==> src/rtl/run_ctrl_pkg.sv <==
// run_ctrl_pkg: shared state/owner types and default widths for the run controller
package run_ctrl_pkg;

    typedef enum logic [1:0] {IDLE, LOAD, RUN, DONE} state_t;

    typedef enum logic {OWN_HOST, OWN_CORE} owner_t;

    localparam int PC_W  = 10;
    localparam int DM_AW = 8;
    localparam int DM_DW = 8;
    localparam int CYC_W = 24;

endpackage

==> src/rtl/run_ctrl_if.sv <==
// run_ctrl_if: host-side job handshake and host data-memory bus
interface run_ctrl_if #(
    parameter int AW = 8,
    parameter int DW = 8
);

    logic          start;
    logic          halt;
    logic          host_we;
    logic [AW-1:0] host_addr;
    logic [DW-1:0] host_wdata;
    logic          host_drop;

    modport master (
        output start, host_we, host_addr, host_wdata,
        input  halt, host_drop
    );

    modport slave (
        input  start, host_we, host_addr, host_wdata,
        output halt, host_drop
    );

endinterface

==> src/rtl/run_ctrl_dmem_port_mux.sv <==
// dmem_port_mux: owner-selected host/core data-memory port with write masking and drop detection
module dmem_port_mux
    import run_ctrl_pkg::*;
#(
    parameter int AW = 8,
    parameter int DW = 8
) (
    input  owner_t        owner,
    input  logic          host_we,
    input  logic [AW-1:0] host_addr,
    input  logic [DW-1:0] host_wdata,
    input  logic          core_we,
    input  logic [AW-1:0] core_addr,
    input  logic [DW-1:0] core_wdata,
    output logic          dm_we,
    output logic [AW-1:0] dm_addr,
    output logic [DW-1:0] dm_wdata,
    output logic          drop
);

    // Route the owner's port to memory; a host write while the core owns memory is flagged, not performed
    always_comb begin
        dm_we    = (owner == OWN_CORE) ? core_we    : host_we;
        dm_addr  = (owner == OWN_CORE) ? core_addr  : host_addr;
        dm_wdata = (owner == OWN_CORE) ? core_wdata : host_wdata;
        drop     = (owner == OWN_CORE) && host_we;
    end

endmodule

==> src/rtl/run_ctrl.sv <==
// run_ctrl: holds the core in load while start is high, runs it to a halt instruction, then hands
// data memory back to the host. Optional run watchdog enabled by macro RUN_CTRL_WATCHDOG_EN.
module run_ctrl #(
    parameter int               PC_W     = run_ctrl_pkg::PC_W,
    parameter logic [PC_W-1:0]  RESET_PC = '0,
    parameter int               DM_AW    = run_ctrl_pkg::DM_AW,
    parameter int               DM_DW    = run_ctrl_pkg::DM_DW,
    parameter int               CYC_W    = run_ctrl_pkg::CYC_W,
    parameter logic [CYC_W-1:0] WDOG_MAX = 24'hFF_FFFF
) (
    input  logic             CLK,
    input  logic             RST_N,
    run_ctrl_if.slave        bus,
    input  logic             halt_instr,
    output logic             pc_load,
    output logic [PC_W-1:0]  pc_init,
    output logic             core_en,
    input  logic             core_we,
    input  logic [DM_AW-1:0] core_addr,
    input  logic [DM_DW-1:0] core_wdata,
    output logic             dm_we,
    output logic [DM_AW-1:0] dm_addr,
    output logic [DM_DW-1:0] dm_wdata,
    output logic [CYC_W-1:0] run_cycles
`ifdef RUN_CTRL_WATCHDOG_EN
    ,
    output logic             timeout
`endif
);

    import run_ctrl_pkg::*;

`ifdef RUN_CTRL_WATCHDOG_EN
    localparam bit WDOG = 1'b1;
`else
    localparam bit WDOG = 1'b0;
`endif

    state_t           state;
    owner_t           owner;
    logic             drop;
    logic [CYC_W-1:0] cyc_nxt;
    logic             wd_hit;

    assign pc_init = RESET_PC;
    assign cyc_nxt = (&run_cycles) ? run_cycles : run_cycles + 1'b1;
    assign wd_hit  = WDOG && (cyc_nxt == WDOG_MAX);

    dmem_port_mux #(.AW(DM_AW), .DW(DM_DW)) u_mux (
        .owner      (owner),
        .host_we    (bus.host_we),
        .host_addr  (bus.host_addr),
        .host_wdata (bus.host_wdata),
        .core_we    (core_we),
        .core_addr  (core_addr),
        .core_wdata (core_wdata),
        .dm_we      (dm_we),
        .dm_addr    (dm_addr),
        .dm_wdata   (dm_wdata),
        .drop       (drop)
    );

    // Job FSM: start always wins and re-enters LOAD; outputs and memory owner are set with the transition
    always_ff @(posedge CLK or negedge RST_N) begin
        if (!RST_N) begin
            state        <= IDLE;
            owner        <= OWN_HOST;
            bus.halt     <= 1'b0;
            bus.host_drop <= 1'b0;
            pc_load      <= 1'b1;
            core_en      <= 1'b0;
            run_cycles   <= '0;
`ifdef RUN_CTRL_WATCHDOG_EN
            timeout      <= 1'b0;
`endif
        end else begin
            bus.host_drop <= drop;
            if (bus.start) begin
                state      <= LOAD;
                owner      <= OWN_HOST;
                bus.halt   <= 1'b0;
                pc_load    <= 1'b1;
                core_en    <= 1'b0;
                run_cycles <= '0;
`ifdef RUN_CTRL_WATCHDOG_EN
                timeout    <= 1'b0;
`endif
            end else if (state == LOAD) begin
                state   <= RUN;
                owner   <= OWN_CORE;
                pc_load <= 1'b0;
                core_en <= 1'b1;
            end else if (state == RUN) begin
                run_cycles <= cyc_nxt;
                if (halt_instr || wd_hit) begin
                    state    <= DONE;
                    owner    <= OWN_HOST;
                    bus.halt <= 1'b1;
                    pc_load  <= 1'b1;
                    core_en  <= 1'b0;
`ifdef RUN_CTRL_WATCHDOG_EN
                    timeout  <= wd_hit;
`endif
                end
            end
        end
    end

endmodule

==> src/flat_wrapper.sv <==
// flat-port wrapper written by rule: the top's interface ports become plain ports
module run_ctrl_flat import run_ctrl_pkg::*;
#(
    parameter int               PC_W     = run_ctrl_pkg::PC_W,
    parameter logic [PC_W-1:0]  RESET_PC = '0,
    parameter int               DM_AW    = run_ctrl_pkg::DM_AW,
    parameter int               DM_DW    = run_ctrl_pkg::DM_DW,
    parameter int               CYC_W    = run_ctrl_pkg::CYC_W,
    parameter logic [CYC_W-1:0] WDOG_MAX = 24'hFF_FFFF
)
  (CLK, RST_N, halt_instr, pc_load, pc_init, core_en, core_we, core_addr, core_wdata, dm_we, dm_addr, dm_wdata, run_cycles, bus_start, bus_host_we, bus_host_addr, bus_host_wdata, bus_halt, bus_host_drop);
  run_ctrl_if #(.AW(8), .DW(8)) bus_i ();
  input  logic CLK;
  input  logic RST_N;
  input  logic halt_instr;
  output logic pc_load;
  output logic [PC_W-1:0] pc_init;
  output logic core_en;
  input  logic core_we;
  input  logic [DM_AW-1:0] core_addr;
  input  logic [DM_DW-1:0] core_wdata;
  output logic dm_we;
  output logic [DM_AW-1:0] dm_addr;
  output logic [DM_DW-1:0] dm_wdata;
  output logic [CYC_W-1:0] run_cycles;
  input wire logic [$bits(bus_i.start)-1:0] bus_start;
  input wire logic [$bits(bus_i.host_we)-1:0] bus_host_we;
  input wire logic [$bits(bus_i.host_addr)-1:0] bus_host_addr;
  input wire logic [$bits(bus_i.host_wdata)-1:0] bus_host_wdata;
  output wire logic [$bits(bus_i.halt)-1:0] bus_halt;
  output wire logic [$bits(bus_i.host_drop)-1:0] bus_host_drop;
  assign bus_i.start = bus_start;
  assign bus_i.host_we = bus_host_we;
  assign bus_i.host_addr = bus_host_addr;
  assign bus_i.host_wdata = bus_host_wdata;
  assign bus_halt = bus_i.halt;
  assign bus_host_drop = bus_i.host_drop;
  run_ctrl #(.PC_W(PC_W), .RESET_PC(RESET_PC), .DM_AW(DM_AW), .DM_DW(DM_DW), .CYC_W(CYC_W), .WDOG_MAX(WDOG_MAX)) u_core (.CLK(CLK), .RST_N(RST_N), .bus(bus_i), .halt_instr(halt_instr), .pc_load(pc_load), .pc_init(pc_init), .core_en(core_en), .core_we(core_we), .core_addr(core_addr), .core_wdata(core_wdata), .dm_we(dm_we), .dm_addr(dm_addr), .dm_wdata(dm_wdata), .run_cycles(run_cycles));
endmodule
==> config.mk <==
export PLATFORM = sky130hd
export DESIGN_NAME = run_ctrl_flat
export DESIGN_NICKNAME = d
export VERILOG_FILES = /design/src/rtl/run_ctrl_pkg.sv /design/src/rtl/run_ctrl_if.sv /design/src/rtl/run_ctrl_dmem_port_mux.sv /design/src/rtl/run_ctrl.sv /design/src/flat_wrapper.sv
export SDC_FILE = /design/constraint.sdc
export NUM_CORES = 1
export LEC_CHECK = 0
export CORE_MARGIN = 4
export CORE_UTILIZATION = 40
export CTS_CLUSTER_DIAMETER = 80
export DETAILED_ROUTE_END_ITERATION = 10
export PLACE_DENSITY = 0.81
export SYNTH_ARGS = -nofsm -noshare
export SYNTH_HDL_FRONTEND = slang
export SYNTH_SLANG_ARGS = --single-unit
==> constraint.sdc <==
create_clock -name CLK -period 2.25 [get_ports CLK]
set_input_delay 0.45 -clock CLK [delete_from_list [all_inputs] [get_ports CLK]]
set_output_delay 0.45 -clock CLK [all_outputs]
set_load 0.02 [all_outputs]
==> qor.csv <==
stage,metric,value,unit
run_status,outcome,completed,
timing,min_period,2.186,ns
detailed_routing,finalWirelength,4717,µm
clocking,insertion_delay,0.28,ns
logic_synthesis,avgSynthCellArea,9.690,µm²
timing,min_period_over_period,97.16,%
global_route,use_met3,5.145,%
global_route,antenna_found_initial,0,
cells_and_area,finalNetCount,317,
logic_synthesis,yosysUniqueCellTypes,36,
global_route,top_usage_layer,met2,
cells_and_area,mostFrequentLayoutCells,"82 x clkdlybuf4s50_1, 29 x dfrtp_1, 23 x mux2_2, 23 x nor2_1, 11 x nand2_1",
detailed_routing,ant_nets,0,
placement,dp_hpwl,3664,µm
logic_synthesis,ys_warn_count,0,
pwr,finalPower,1.309,mW
setup_path,cp.required,1.80,ns
global_route,track_usage,16.64,%
timing,finalSetupViolCount,0,
pwr,p_leak,1.160,nW
setup_path,crit_arrival,1.74,ns
worst_hold_path,hold_path_class,reg -> reg,
cells_and_area,final_common_cell,clkdlybuf4s50_1,
floorplan,core-area,0.004384,mm²
global_route,grt_first_pass_wirelength,7307,µm
timing,fmax,457.5,MHz
pwr,clkPwrFrac,33.5,%
floorplan,die_x,75.49,µm
logic_synthesis,synth_cells,188,
logic_synthesis,ys_seq_elements,30,
global_route,grt_max_degree,33,
cells_and_area,diodes,0,
global_route,grt-ovfl-total,0,
detailed_routing,wl_per_cell,14.25,µm
clocking,clk_path_buf_depth,2,
placement,port_buffers,82,
flow_run,cap_violations,0,
clocking,cts_sinks,30,
detailed_routing,drc,0,
floorplan,row_count,24,
clocking,clk_pin_slew,0.06,ns
detailed_routing,via_per_inst,5.100,
floorplan,start_util,41.55,%
detailed_routing,drt_pre_antenna_iters,4,
setup_path,worst-setup-path-type,reg -> out,
pwr,p_sw,0.3417,mW
setup_path,startpoint_type,flop,
detailed_routing,via_count,1688,
setup_path,crit_fanout,20,
detailed_routing,drt_iter0_drc,109,
placement,place_area,0.002719,mm²
timing,setup_tns,0,ns
clocking,cts_hold_buf,0,
pwr,p_per_area,465.7,mW/mm²
cells_and_area,area_growth,54.26,%
pwr,power.internal,0.9670,mW
clocking,post_cts_buffers,0,
logic_synthesis,yosysSeqAreaShare,41.28,%
global_route,use_met2,26.85,%
floorplan,die_h,75.49,µm
global_route,grtUsageMet1,21.84,%
clocking,cts_buffers,5,
pwr,combPwrFrac,23.7,%
pwr,sequentialPowerShare,42.7,%
setup_path,end_kind,output pin,
clocking,cts_tree,done,
timing,rsz0062_at_grt,false,
cells_and_area,final_cells,331,
timing,final-hold-violation-count,0,
cells_and_area,drive_above_1_share,15.77,%
pwr,ir_drop,0.0002939,V
cells_and_area,postLayoutCellArea,0.002810,mm²
placement,placedCellCount,323,
timing,fin_hold_ws,0.5151,ns
pwr,switching_share,26.11,%
clocking,cts_root_buffer,clkbuf_8,
logic_synthesis,netlist_area,0.001822,mm²
placement,gp_congestion,0.7608,
global_route,grt_pass1_vias,1565,
clocking,htreeDepth,2,
floorplan,ios,93,
timing,fin_skew,0.006335,ns
timing,final_max_slew_viol_count,0,
clocking,cts_resized,0,
floorplan,dieArea,0.005698,mm²
==> routing by layer <==
layer / up-vias / routed length, µm
met5: - / 0
met3: 4 / 259
met4: 0 / 29
li1: 821 / -
met2: 42 / 2459
met1: 821 / 1968
==> synthesized netlist by cell type, drive strengths merged <==
cell    instances  area, µm²
dfrtp          29      725.7
mux2           24      270.3
nor2           23      86.33
nand2          11      41.29
buf            10      75.07
nand4          10      68.81
xnor2          10      87.58
nor2b           8      50.05
a21oi           7      38.79
clkbuf          7      27.52
and3            6      37.54
nand3           6      30.03
nor3            5      25.02
nor4            5      46.29
inv             4      15.01
a211oi          2      15.01
and2            2      12.51
and4            2      17.52
mux2i           2      20.02
nand2b          2      12.51
o21ai           2      10.01
xor2            2      17.52
a21boi          1      7.510
a21o            1      7.510
a221o           1      10.01
a221oi          1      8.760
a31o            1      8.760
conb            1      3.750
dfstp           1      26.28
ha              1      12.51
or3             1      6.260
==> worst max-delay path, cell delays in order, from the launching register on <==
cell and delay, ns:
dfrtp_1 0.37, buf_12 0.17, mux2_2 0.35, clkdlybuf4s50_1 0.56
==> worst paths after layout <==
check,from,slack (ns),to,cells past startpoint
worst max register to register,u_core.run_cycles[0],0.24,u_core.run_cycles[17],7
max in group asynchronous,RST_N,1.38,u_core.pc_load,2
worst min register to register,u_core.bus.halt,0.52,u_core.bus.halt,2
worst max-delay path,u_core.core_en,0.06,dm_wdata[3],3
min in group asynchronous,RST_N,0.55,u_core.run_cycles[21],2
worst min-delay path,u_core.bus.halt,0.52,u_core.bus.halt,2
==> sequential cells by signal (all words and copies together), names as in the netlist <==
signal / cells
u_core.run_cycles: 24
u_core.state: 2
u_core.bus.halt: 1
u_core.bus.host_drop: 1
u_core.core_en: 1
u_core.pc_load: 1
==> logic make-up after synthesis <==
group,after synthesis,share of synthesized area (%)
multiplexers,26,15.93
XOR/XNOR,12,5.769
other,1,0.2058
AO/OA/AOI/OAI,16,5.838
adder cells (fa/ha/maj),1,0.6867
AND/OR/NAND/NOR,81,23.83
buffers and inverters,21,6.455
flip-flops,30,41.28
==> stage by stage <==
stage | setup WS (ns) | util (%)
after floorplan | 0.1560 | -
after global placement | 0.1265 | 62.01
after detailed placement | 0.1156 | 62.01
after CTS | 0.04261 | 64.10
after global routing | 0.01135 | 64.10
final | 0.06400 | 64.10
==> area by class of cell <==
class / instances / area, µm²
inverter: 4 / 15.01
fill: 375 / 1574
multi-input combinational: 146 / 985.9
clock inverter: 1 / 5.005
clock buffer: 7 / 86.33
tap: 52 / 65.06
timing repair buffer: 91 / 900.9
sequential: 30 / 752.0
==> power groups by stage <==
| stage | combinational (mW) | sequential [mW] | clock, mW |
|---|---|---|---|
| 3_3_place_gp | 0.306 | 0.568 | 0 |
| 6_report | 0.311 | 0.559 | 0.439 |
| 3_5_place_dp | 0.313 | 0.569 | 0 |
| 2_1_floorplan | 0.145 | 0.576 | 0 |
| 4_1_cts | 0.314 | 0.559 | 0.454 |
| 5_1_grt | 0.330 | 0.560 | 0.480 |
Power figures use the tool's default switching activity.
